`src/rtl/vector_sweep_capture_if.sv`:
```
// Record stream bundle for vector_sweep_capture.
// master drives rec_valid/rec_vec/rec_resp; slave drives rec_ready.
interface vector_sweep_capture_if #(
  parameter int N_IN  = 2,
  parameter int N_OUT = 1
);
  logic             rec_valid;
  logic             rec_ready;
  logic [N_IN-1:0]  rec_vec;
  logic [N_OUT-1:0] rec_resp;

  modport master (
    output rec_valid,
    output rec_vec,
    output rec_resp,
    input  rec_ready
  );

  modport slave (
    input  rec_valid,
    input  rec_vec,
    input  rec_resp,
    output rec_ready
  );
endinterface

```
`src/rtl/vector_sweep_capture.sv`:
```
// Exhaustive vector sweeper: drives dut_in, captures dut_out after SETTLE
// cycles, streams (vec,resp) on rec, folds responses into a MISR signature.
module vector_sweep_capture #(
  parameter int              N_IN      = 2,
  parameter int              N_OUT     = 1,
  parameter int              SETTLE    = 1,
  parameter int              MISR_W    = 16,
  parameter logic [MISR_W-1:0] MISR_POLY = 16'h1021
) (
  input  logic              CK,
  input  logic              reset,
  input  logic              start,
  input  logic [1:0]        mode,
  output logic [N_IN-1:0]   dut_in,
  input  logic [N_OUT-1:0]  dut_out,
  output logic              busy,
  output logic              done,
  output logic [MISR_W-1:0] signature,
  vector_sweep_capture_if.master rec
);

  localparam int SW = (SETTLE > 1) ? $clog2(SETTLE) : 1;
  localparam logic [SW-1:0] SC_LAST = SW'(SETTLE - 1);
  localparam logic [N_IN:0] LAST = (N_IN+1)'((1 << N_IN) - 1);

  typedef enum logic [1:0] {
    IDLE,
    APPLY,
    HOLD,
    DONE
  } state_t;

  state_t             state_q;
  state_t             state_d;
  logic [N_IN:0]      cnt_q;
  logic [SW-1:0]      sc_q;
  logic [1:0]         mode_q;
  logic [N_IN-1:0]    vec_q;
  logic [N_OUT-1:0]   resp_q;
  logic [MISR_W-1:0]  misr_nxt;
  logic               settled;
  logic               last;

  function automatic logic [N_IN-1:0] map_vec(
    input logic [N_IN-1:0] c,
    input logic [1:0]      m
  );
    logic [N_IN-1:0] v;
    unique case (m)
      2'b01:   v = c ^ (c >> 1);
      2'b10:   v = ~c;
      default: v = c;
    endcase
    return v;
  endfunction

  assign settled = (sc_q == SC_LAST);
  assign last    = (cnt_q == LAST);

  assign misr_nxt = {signature[MISR_W-2:0], 1'b0}
                  ^ (signature[MISR_W-1] ? MISR_POLY : '0)
                  ^ MISR_W'(resp_q);

  assign busy          = (state_q == APPLY) || (state_q == HOLD);
  assign done          = (state_q == DONE);
  assign rec.rec_valid = (state_q == HOLD);
  assign rec.rec_vec   = vec_q;
  assign rec.rec_resp  = resp_q;

  always_ff @(posedge CK or negedge reset) begin
    if (!reset) state_q <= IDLE;
    else        state_q <= state_d;
  end

  always_comb begin
    state_d = state_q;
    unique case (state_q)
      IDLE:  if (start) state_d = APPLY;
      APPLY: if (settled) state_d = HOLD;
      HOLD:  if (rec.rec_ready) state_d = last ? DONE : APPLY;
      DONE:  state_d = IDLE;
      default: state_d = IDLE;
    endcase
  end

  always_ff @(posedge CK or negedge reset) begin
    if (!reset) begin
      cnt_q     <= '0;
      sc_q      <= '0;
      mode_q    <= '0;
      vec_q     <= '0;
      resp_q    <= '0;
      dut_in    <= '0;
      signature <= '0;
    end else begin
      unique case (state_q)
        IDLE: if (start) begin
          cnt_q     <= '0;
          sc_q      <= '0;
          mode_q    <= mode;
          signature <= '0;
          dut_in    <= map_vec('0, mode);
        end
        APPLY: begin
          if (settled) begin
            vec_q  <= dut_in;
            resp_q <= dut_out;
          end else begin
            sc_q <= sc_q + 1'b1;
          end
        end
        HOLD: if (rec.rec_ready) begin
          signature <= misr_nxt;
          // last vector stays on dut_in through DONE and IDLE
          if (!last) begin
            cnt_q  <= cnt_q + 1'b1;
            sc_q   <= '0;
            dut_in <= map_vec(cnt_q[N_IN-1:0] + 1'b1, mode_q);
          end
        end
        default: ;
      endcase
    end
  end

endmodule

```
`src/flat_wrapper.sv`:
```
// flat-port wrapper written by rule: the top's interface ports become plain ports
module vector_sweep_capture_flat 
#(
  parameter int              N_IN      = 2,
  parameter int              N_OUT     = 1,
  parameter int              SETTLE    = 1,
  parameter int              MISR_W    = 16,
  parameter logic [MISR_W-1:0] MISR_POLY = 16'h1021
)
  (CK, reset, start, mode, dut_in, dut_out, busy, done, signature, rec_rec_valid, rec_rec_vec, rec_rec_resp, rec_rec_ready);
  vector_sweep_capture_if #(.N_IN(N_IN), .N_OUT(N_OUT)) rec_i ();
  input  logic CK;
  input  logic reset;
  input  logic start;
  input  logic [1:0] mode;
  output logic [N_IN-1:0] dut_in;
  input  logic [N_OUT-1:0] dut_out;
  output logic busy;
  output logic done;
  output logic [MISR_W-1:0] signature;
  output wire logic [$bits(rec_i.rec_valid)-1:0] rec_rec_valid;
  output wire logic [$bits(rec_i.rec_vec)-1:0] rec_rec_vec;
  output wire logic [$bits(rec_i.rec_resp)-1:0] rec_rec_resp;
  input wire logic [$bits(rec_i.rec_ready)-1:0] rec_rec_ready;
  assign rec_rec_valid = rec_i.rec_valid;
  assign rec_rec_vec = rec_i.rec_vec;
  assign rec_rec_resp = rec_i.rec_resp;
  assign rec_i.rec_ready = rec_rec_ready;
  vector_sweep_capture #(.N_IN(N_IN), .N_OUT(N_OUT), .SETTLE(SETTLE), .MISR_W(MISR_W), .MISR_POLY(MISR_POLY)) u_core (.CK(CK), .reset(reset), .start(start), .mode(mode), .dut_in(dut_in), .dut_out(dut_out), .busy(busy), .done(done), .signature(signature), .rec(rec_i));
endmodule
```
`config.mk`:
```
export PLATFORM = sky130hd
export DESIGN_NAME = vector_sweep_capture_flat
export DESIGN_NICKNAME = d
export VERILOG_FILES = /design/src/rtl/vector_sweep_capture_if.sv /design/src/rtl/vector_sweep_capture.sv /design/src/flat_wrapper.sv
export SDC_FILE = /design/constraint.sdc
export NUM_CORES = 1
export LEC_CHECK = 0
export CORE_MARGIN = 4
export CORE_UTILIZATION = 40
export DETAILED_ROUTE_END_ITERATION = 10
export DONT_BUFFER_PORTS = 1
export SETUP_SLACK_MARGIN = 0.4
export SKIP_CTS_REPAIR_TIMING = 1
export SYNTH_ARGS = -nofsm -noshare
export SYNTH_HDL_FRONTEND = slang
export SYNTH_SLANG_ARGS = --single-unit
```
`constraint.sdc`:
```
create_clock -name CK -period 2.5 [get_ports CK]
set_input_delay 0.125 -clock CK [delete_from_list [all_inputs] [get_ports CK]]
set_output_delay 0.125 -clock CK [all_outputs]
set_load 0.1 [all_outputs]
```
==> results.json <==
{
  "outcome": "finished clean",
  "antenna_left": 0,
  "startpoint_type": "flop",
  "syn_nets": 121,
  "wl_met2_um": 1320,
  "hold_violations": 0,
  "syn_area_um2": 1340,
  "yosysWarnings": 0,
  "post-route-drc-count": 0,
  "cts-root-buf": "clkbuf_4",
  "end_kind": "flop",
  "final_cell_mix": "dfrtp_1, buf_4, a22o_1, ha_1",
  "power_density_nw_per_um2": 1373,
  "vdd_ir_drop_max_v": 0.0005093,
  "seq_area_frac_synth": 0.5229,
  "routabilityCongestion": 0.8076,
  "core_um2": 3128,
  "cts_max_level": 1,
  "dieArea_um2": 4340,
  "clkTransAtPathRegs_ns": 0.16,
  "avgSynthCellArea_um2": 12.76,
  "cts_made_buffers": 3,
  "tns_ns": 0,
  "portBuffers": 0,
  "power.leakage_uw": 0.0008028,
  "cts_tree": "done",
  "synth_area_leader_cell": "dfrtp_1",
  "wl_met3_um": 145,
  "start_util": 0.4284,
  "drive_gt1_frac": 0.3154,
  "grt_first_pass_wirelength_um": 4388,
  "crit_family": "compound AO/OA/AOI/OAI gates",
  "layout_commonest_cell": "dfrtp_1",
  "die_width_um": 65.88,
  "num_antenna_cells": 0,
  "syn_to_final_growth_pct": 20.54,
  "synthCells": 105,
  "arrival_ns": 2.11,
  "drv_cap": 0,
  "ys_seq_elements": 28,
  "dp_hpwl_um": 1955,
  "dr.pass1.iters": 4,
  "min_path_cells": 2,
  "grt_pass1_vias": 885,
  "rr_startpoint": "u_core.cnt_q[0]",
  "drt_iter0_drc": 35,
  "cts_sinks": 28,
  "slowest_delay_ns": 0.46,
  "power_uw": 2218,
  "hp-start": "rec_rec_ready",
  "ys_types": 28,
  "antenna_found_initial": 0,
  "grt_max_degree": 29,
  "post-route-min-period_ns": 1.844,
  "netlist_top_cells_area": "dfrtp_1, ha_1, a22o_1",
  "critPathLaunch": "u_core.cnt_q[0]",
  "required_ns": 2.77,
  "final_nets": 147,
  "hold_class": "input port to flop",
  "slew_headroom": 0.3633,
  "final_cells": 174,
  "cp_common_cell": "ha_1",
  "fin_crit_sh": 0.7375,
  "wirelength_um": 2744,
  "io_pins": 31,
  "grt.total_usage": 0.1306,
  "path_depth": 6,
  "routedWlPerCell_um": 15.77,
  "fmax_ghz": 0.5424,
  "path_class": "flop to flop",
  "critPathMaxFanout": 7,
  "grt-ovfl-total": 0,
  "synth_top_area_frac": 0.5229,
  "ff2ff_path_depth": 6,
  "crit_path_top_delay_cell": "dfrtp_1",
  "clk_latency_ns": 0.33,
  "via_count": 919,
  "viasPerCell": 5.282,
  "die_h_um": 65.88,
  "dp_cells": 165,
  "worst_slew_pin_slew_ns": 0.9550,
  "clock_path_buffers": 2,
  "slew_violations": 0,
  "post-route-util": 0.5164,
  "wl_met1_um": 1195,
  "path_buf_inv": 0,
  "rows": 20,
  "fillers": 281,
  "rsz0062_at_grt": "false",
  "setup_violations": 0,
  "skew_ns": 0.003693,
  "cp_cell_sequence": "ha_1, ha_1, nand2b_1, a211o_1, nor2b_1, a21oi_2",
  "routed.top_layer": "met4"
}
==> area by class of cell <==
type | instances | area, um^2 | share of cell area
Timing Repair Buffer | 25 | 210.2 | 0.1301
Multi-Input combinational cell | 67 | 574.3 | 0.3555
Tap cell | 44 | 55.05 | 0.03408
Clock buffer | 3 | 22.52 | 0.01394
Inverter | 6 | 22.52 | 0.01394
Sequential cell | 28 | 700.7 | 0.4338
Clock inverter | 1 | 30.03 | 0.01859
==> report_power, final <==
part,leakage (uW),total [uW],internal (uW),switching [uW]
Sequential,0.000372,839,545,294
Combinational,0.000403,1080,325,753
Clock,0.0000279,300,162,138
==> registers in the layout, indices dropped and copies added, names as in the netlist <==
| signal | cells |
|---|---|
| u_core.cnt_q | 3 |
| u_core.mode_q | 2 |
| u_core.signature | 16 |
| u_core.dut_in | 2 |
| u_core.rec.rec_resp | 1 |
| u_core.state_q | 2 |
| u_core.rec.rec_vec | 2 |
==> cell usage after synthesis <==
cell,instances
nor2_1,3
xor2_1,3
o21ai_0,4
a22o_2,6
ha_1,9
a21oi_1,3
inv_1,6
buf_8,1
nand3_1,1
a211oi_1,1
a22o_1,11
o32a_1,1
o31ai_1,2
nand2_1,5
nand2b_1,3
and3_1,1
dfrtp_1,28
nor2b_1,2
a211o_1,1
o311ai_0,1
a21oi_2,1
buf_4,1
mux2_2,5
a21oi_4,1
nor2b_4,1
buf_6,2
nor3b_1,1
o21ai_4,1
==> per-layer routing <==
metal,track usage,vias up
li1,-,428
met1,0.1583,460
met2,0.2115,23
met3,0.03401,8
met4,0.06736,0
met5,0,-
==> metrics by stage <==
step	cell area (um^2)	setup slack (ns)	hold slack, ns
4_1_cts	1555	0.6485	-0.5486
3_3_place_gp	1503	0.7232	-0.1696
5_1_grt	1615	0.5429	0.004990
3_5_place_dp	1503	0.6978	-0.1698
2_1_floorplan	1343	0.4970	-0.1706
6_report	1615	0.6563	0.02370
==> cells by family (layout without fill, tap and decap cells) <==
group                      after synthesis  in the layout  share of synthesized area
and+or+nand+nor                         17             17                    0.07003
muxes                                    5              5                    0.04201
adders and majority gates                9              9                    0.08404
buffers and inverters                   10             35                    0.05042
AOI/OAI and AO/OA                       33             33                     0.2110
DFF                                     28             28                     0.5229
xor gates and xnor gates                 3              3                    0.01961
==> path summary, 6_finish.rpt <==
kind                                       endpoint  slack [ns]
min in group asynchronous       u_core.signature[4]        0.22
worst min register to register      u_core.cnt_q[2]        0.50
max in group asynchronous          u_core.mode_q[1]        2.13
worst max-delay path               u_core.dut_in[0]        0.66
worst max register to register     u_core.dut_in[0]        0.66
worst min-delay path                u_core.cnt_q[2]        0.02
No activity file was read; power rests on OpenSTA's default activity.
